### config.mk
export PLATFORM = sky130hd
export DESIGN_NAME = pipe_stage_skid
export DESIGN_NICKNAME = d
export VERILOG_FILES = /design/src/rtl/pipe_stage_skid.sv
export SDC_FILE = /design/constraint.sdc
export NUM_CORES = 1
export LEC_CHECK = 0
export CAP_MARGIN = 10
export CORE_ASPECT_RATIO = 1.5
export CORE_MARGIN = 2
export CORE_UTILIZATION = 44
export DETAILED_ROUTE_END_ITERATION = 7
export PLACE_DENSITY = 0.8
export SKIP_CTS_REPAIR_TIMING = 1
export SYNTH_ARGS = -nofsm -noshare
export SYNTH_HDL_FRONTEND = slang
export SYNTH_SLANG_ARGS = --single-unit
### constraint.sdc
create_clock -name clk -period 1.85 [get_ports clk]
set_clock_uncertainty 0.2 [all_clocks]
set_input_delay 0.4625 -clock clk [delete_from_list [all_inputs] [get_ports clk]]
set_output_delay 0.4625 -clock clk [all_outputs]
set_load 0.1 [all_outputs]
### src/rtl/pipe_stage_skid.sv
// Pipeline stage register with valid/ready handshake and a 2-entry skid buffer.
// Flush or reset drops buffered entries and forces control to zero (bubble).
module pipe_stage_skid #(
   parameter int unsigned DATA_W              = 69,
   parameter int unsigned CTRL_W              = 2,
   parameter bit          CLEAR_DATA_ON_FLUSH = 1'b1,
   parameter int unsigned STALL_CNT_W         = 16
) (
   input  logic                   clk,
   input  logic                   reset,
   input  logic                   flush,
   input  logic                   in_valid,
   output logic                   in_ready,
   input  logic [CTRL_W-1:0]      in_ctrl,
   input  logic [DATA_W-1:0]      in_data,
   output logic                   out_valid,
   input  logic                   out_ready,
   output logic [CTRL_W-1:0]      out_ctrl,
   output logic [DATA_W-1:0]      out_data,
   output logic [1:0]             occupancy,
   output logic [STALL_CNT_W-1:0] stall_cycles
);

   localparam logic [1:0] EMPTY = 2'd0;
   localparam logic [1:0] ONE   = 2'd1;
   localparam logic [1:0] FULL  = 2'd2;

   localparam logic [STALL_CNT_W-1:0] STALL_INC = {{(STALL_CNT_W-1){1'b0}}, 1'b1};

   logic [1:0]             state, state_n;
   logic                   ready_r;
   logic [CTRL_W-1:0]      out_ctrl_r, out_ctrl_n, skid_ctrl, skid_ctrl_n;
   logic [DATA_W-1:0]      out_data_r, out_data_n, skid_data, skid_data_n;
   logic [STALL_CNT_W-1:0] stall_r;
   logic                   accept, emit;

   assign accept = in_valid && ready_r;
   assign emit   = (state != EMPTY) && out_ready;

   always_comb begin
      state_n     = state;
      out_ctrl_n  = out_ctrl_r;
      out_data_n  = out_data_r;
      skid_ctrl_n = skid_ctrl;
      skid_data_n = skid_data;
      case (state)
         EMPTY: begin
            if (accept) begin
               out_ctrl_n = in_ctrl;
               out_data_n = in_data;
               state_n    = ONE;
            end
         end
         ONE: begin
            if (accept && emit) begin
               out_ctrl_n = in_ctrl;
               out_data_n = in_data;
            end else if (accept) begin
               skid_ctrl_n = in_ctrl;
               skid_data_n = in_data;
               state_n     = FULL;
            end else if (emit) begin
               // Draining to empty leaves a bubble: control cleared, payload kept.
               out_ctrl_n = '0;
               state_n    = EMPTY;
            end
         end
         FULL: begin
            if (emit) begin
               out_ctrl_n = skid_ctrl;
               out_data_n = skid_data;
               state_n    = ONE;
            end
         end
         default: begin
            out_ctrl_n = '0;
            state_n    = EMPTY;
         end
      endcase
   end

   always_ff @(posedge clk) begin
      if (!reset || flush) begin
         state      <= EMPTY;
         ready_r    <= 1'b1;
         out_ctrl_r <= '0;
         skid_ctrl  <= '0;
      end else begin
         state      <= state_n;
         ready_r    <= (state_n != FULL);
         out_ctrl_r <= out_ctrl_n;
         skid_ctrl  <= skid_ctrl_n;
      end
   end

   // Payload registers hold through reset/flush unless clearing is enabled.
   always_ff @(posedge clk) begin
      if (!reset || flush) begin
         if (CLEAR_DATA_ON_FLUSH) begin
            out_data_r <= '0;
            skid_data  <= '0;
         end
      end else begin
         out_data_r <= out_data_n;
         skid_data  <= skid_data_n;
      end
   end

   always_ff @(posedge clk) begin
      if (!reset) begin
         stall_r <= '0;
      end else if ((state != EMPTY) && !out_ready && (stall_r != '1)) begin
         stall_r <= stall_r + STALL_INC;
      end
   end

   assign in_ready     = ready_r;
   assign out_valid    = (state != EMPTY);
   assign out_ctrl     = out_ctrl_r;
   assign out_data     = out_data_r;
   assign occupancy    = state;
   assign stall_cycles = stall_r;

endmodule

==> impl_results.md <==
- Period utilization: 106.4%
- Pin count of the biggest net entering global routing: 73
- Sink Count: 161
- Rows: 54
- Gp weighted congestion: 0.9038
- Register area share after synthesis: 50.24%
- # DRC: 0
- CTS tree: yes
- MaxCap Viol Count: 0
- Failing checks: negative setup slack
- Tmin final: 1.969 ns
- Fraction of final layout cells sized beyond drive strength 1: 28.19%
- DP Wirelength: 12570 um
- Number of enable flip-flop cells after synthesis: 0
- R2r worst-path depth: 6
- Routed WL: 21510 um
- Die W: 102.6 um
- FF-to-FF End: out_data[13]
- WP data required: 1.94 ns
- WS Path Type: reg -> reg
- Distinct cells, synth: 40
- Finish-stage setup viols: 29
- Syn Inst Count: 818
- Post-route ant nets: 0
- Met2 routed WL: 11620 um
- Final setup margin: -0.1193 ns
- Synthesized Nets: 895
- Drt first pass iters: 5
- Clock Pin Slew Worst Setup and Hold Paths: 0.06 ns
- Htree depth: 4
- Worst VDD drop: 0.5724 mV
- Max stage delay on crit path: 0.43 ns
- Pre-CTS WS: -0.6373 ns
- First-pass GRT wire length: 30420 um
- Starting Density: 44.57%
- CP endpoint: out_data[13]
- Gate power share: 19.0%
- Sw frac: 28.09%
- #FFs+latches synth: 161
- Mapped cell area: 0.006415 sq mm
- Met3 routed WL: 1272 um
- Final hold slack: 0.2476 ns
- Clk Latency, worst-skew pair: 0.41 ns
- Asr flop ratio synth: 0%
- CTS Buf Count: 17
- DRT iter0 DRCs: 423
- Antenna violations before repair: 0
- FMAX: 507.8 MHz
- Top Ports: 167
- NumNets Final: 1107
- Mapped Avg Cell Area: 7.842 sq um
- Largest area contributor in the synthesized netlist: dfxtp_1
- CP cell instances: nor2b_1 -> o32ai_4 -> buf_6 -> buf_4 -> clkbuf_16 -> a311oi_1
- Commonest cells in the netlist: 293 x nand2_1, 161 x dfxtp_1, 80 x a21oi_1, 74 x nor2_1, 70 x a311oi_1
- Register share of total power: 41.9%
- Uppermost routed layer: met4
- Internal power: 6.222 mW
- Worst Setup SP: occupancy[0]
- WP buf/inv: 3
- Worst R2R Start: occupancy[0]
- Dominant synthesized flop cell: dfxtp_1
- Worst Tran Pin Value: 0.5572 ns
- Clk network pwr share: 39.1%
- Synth Warn #: 0
- Share of the synthesized area in the top cell type: 50.24%
- Worst R2R Setup Slack: -0.12 ns
- Final Max Slew Viols: 0
- Crit Path Max Fanout: 11
- WP data arrival: 2.06 ns
- Worst hold path class: reg -> reg
- Chip Height: 151.9 um
- Startpoint Class: register
- Gr ovfl total: 0
- Slew headroom: 62.27%
- Core outline area: 0.01439 sq mm
- Most common cell in the netlist: nand2_1
- Via count: 6815
- GRT Overall Usage: 24.29%
- Vias in the first global route: 6529
- Layout area overhead: 71.35%
- CP max-delay cell: dfxtp_4
- Die ar.: 0.01558 sq mm
- WL/cell: 17.36 um
- Core Util, Final: 76.38%
- Antenna diodes: 0
- Leakage: 4.086 nW
- Hold Vio Cnt, Final: 0
- Clock Path Buffers: 2
- Status: finished with violations
- Delay-heaviest family, CP: buffers and inverters
- RSZ-0062 raised after global routing: yes
- Wire length on met1: 7871 um
- Pwr Density: 787.3 mW/mm^2
- Cell depth of the worst setup path: 6
- Switch Pwr: 2.431 mW
- Vias per std cell: 5.500
- Root buffer cell: clkbuf_16
- Largest cells by area after synthesis: dfxtp_1 50%, nand2_1 17%, a311oi_1 9.6%, a21oi_1 6.2%, nor2_1 4.3%
- Setup crit end kind: register
- Port buffer count: 166
-- stage by stage --
stage               TNS [ns]  total power [mW]  cells  instance area (sq um)
global placement      -82.19             5.209   1180                   9727
floorplan             -21.32             4.512    818                   6556
CTS                   -24.51             8.577   1212                  10290
finish               -0.7977             8.653   1239                  10990
detailed placement    -91.35             5.227   1180                   9727
global route          -4.856             8.923   1239                  10990
-- worst min-delay path by stage --
| stage | from | endpoint | cells past startpoint |
|---|---|---|---|
| 6_report | skid_data[35] | skid_data[35] | 2 |
| 5_1_grt | skid_data[26] | skid_data[26] | 2 |
| 4_1_cts | skid_data[26] | skid_data[26] | 2 |
| 3_5_place_dp | skid_data[26] | skid_data[26] | 2 |
| 3_3_place_gp | skid_data[51] | skid_data[51] | 2 |
| 2_1_floorplan | skid_ctrl[0] | skid_ctrl[0] | 2 |
-- logic make-up (layout without fill, tap and decap cells) --
| kind of cell | count (synthesis) | after routing | synth area share [%] |
|---|---|---|---|
| AOI/OAI and AO/OA | 168 | 168 | 17.96 |
| and+or+nand+nor | 409 | 410 | 25.80 |
| muxes | 7 | 7 | 1.112 |
| adders and majority gates | 1 | 1 | 0.1950 |
| DFF | 161 | 161 | 50.24 |
| xor gates and xnor gates | 3 | 3 | 0.4097 |
| buffers and inverters | 69 | 293 | 4.271 |
-- registers in the layout (all words and copies together), names as in the netlist --
name          count
in_ready          1
skid_data        69
out_ctrl          2
skid_ctrl         2
occupancy         2
out_data         69
stall_cycles     16
-- final cells by class --
cell class	instances	area, sq um
clock buffers	24	494.2
clock inverters	8	73.82
multi-input cells	589	3249
fillers	920	3400
flip-flops and latches	161	3289
well taps	196	245.2
repair buffers	257	3621
inverters	4	18.77
-- layer usage --
layer,up-vias,GRT usage [%]
met5,-,0
met4,0,10.92
met3,44,4.922
met2,272,42.11
met1,3254,28.12
li1,3245,-
-- worst register-to-register path, delay by kind of cell, from the launching register on --
| kind | cells | cell delay (ns) |
|---|---|---|
| buf+inv | 3 | 0.46 |
| flops | 1 | 0.43 |
| compound gates | 2 | 0.47 |
| simple gates | 1 | 0.29 |
-- power groups by stage --
stage | registers [mW] | clock network (mW) | logic (mW)
floorplan | 4.19 | 0 | 0.321
global placement | 3.70 | 0 | 1.51
detailed placement | 3.70 | 0 | 1.53
CTS | 3.62 | 3.42 | 1.53
global route | 3.63 | 3.57 | 1.72
finish | 3.62 | 3.38 | 1.65
-- layout by cell type (no fill, tap or decap), types with 5 or more instances in the layout --
master           synthesis  layout
nand2_1                293     268
a21oi_2                  0      20
nand4_1                  5       5
mux2i_1                  6       6
buf_12                   0     103
clkbuf_16                0      29
nor2_1                  74      73
clkdlybuf4s50_1          0      74
nand2b_1                 8       6
nand2_4                  0      13
dfxtp_1                161     142
nand2_2                  0      12
buf_4                    0      62
a21oi_1                 80      60
clkbuf_1                52       5
o31ai_1                  5       5
a311oi_1                70      68
dfxtp_4                  0      17
Note: power is estimated with default switching activity, not from simulation.
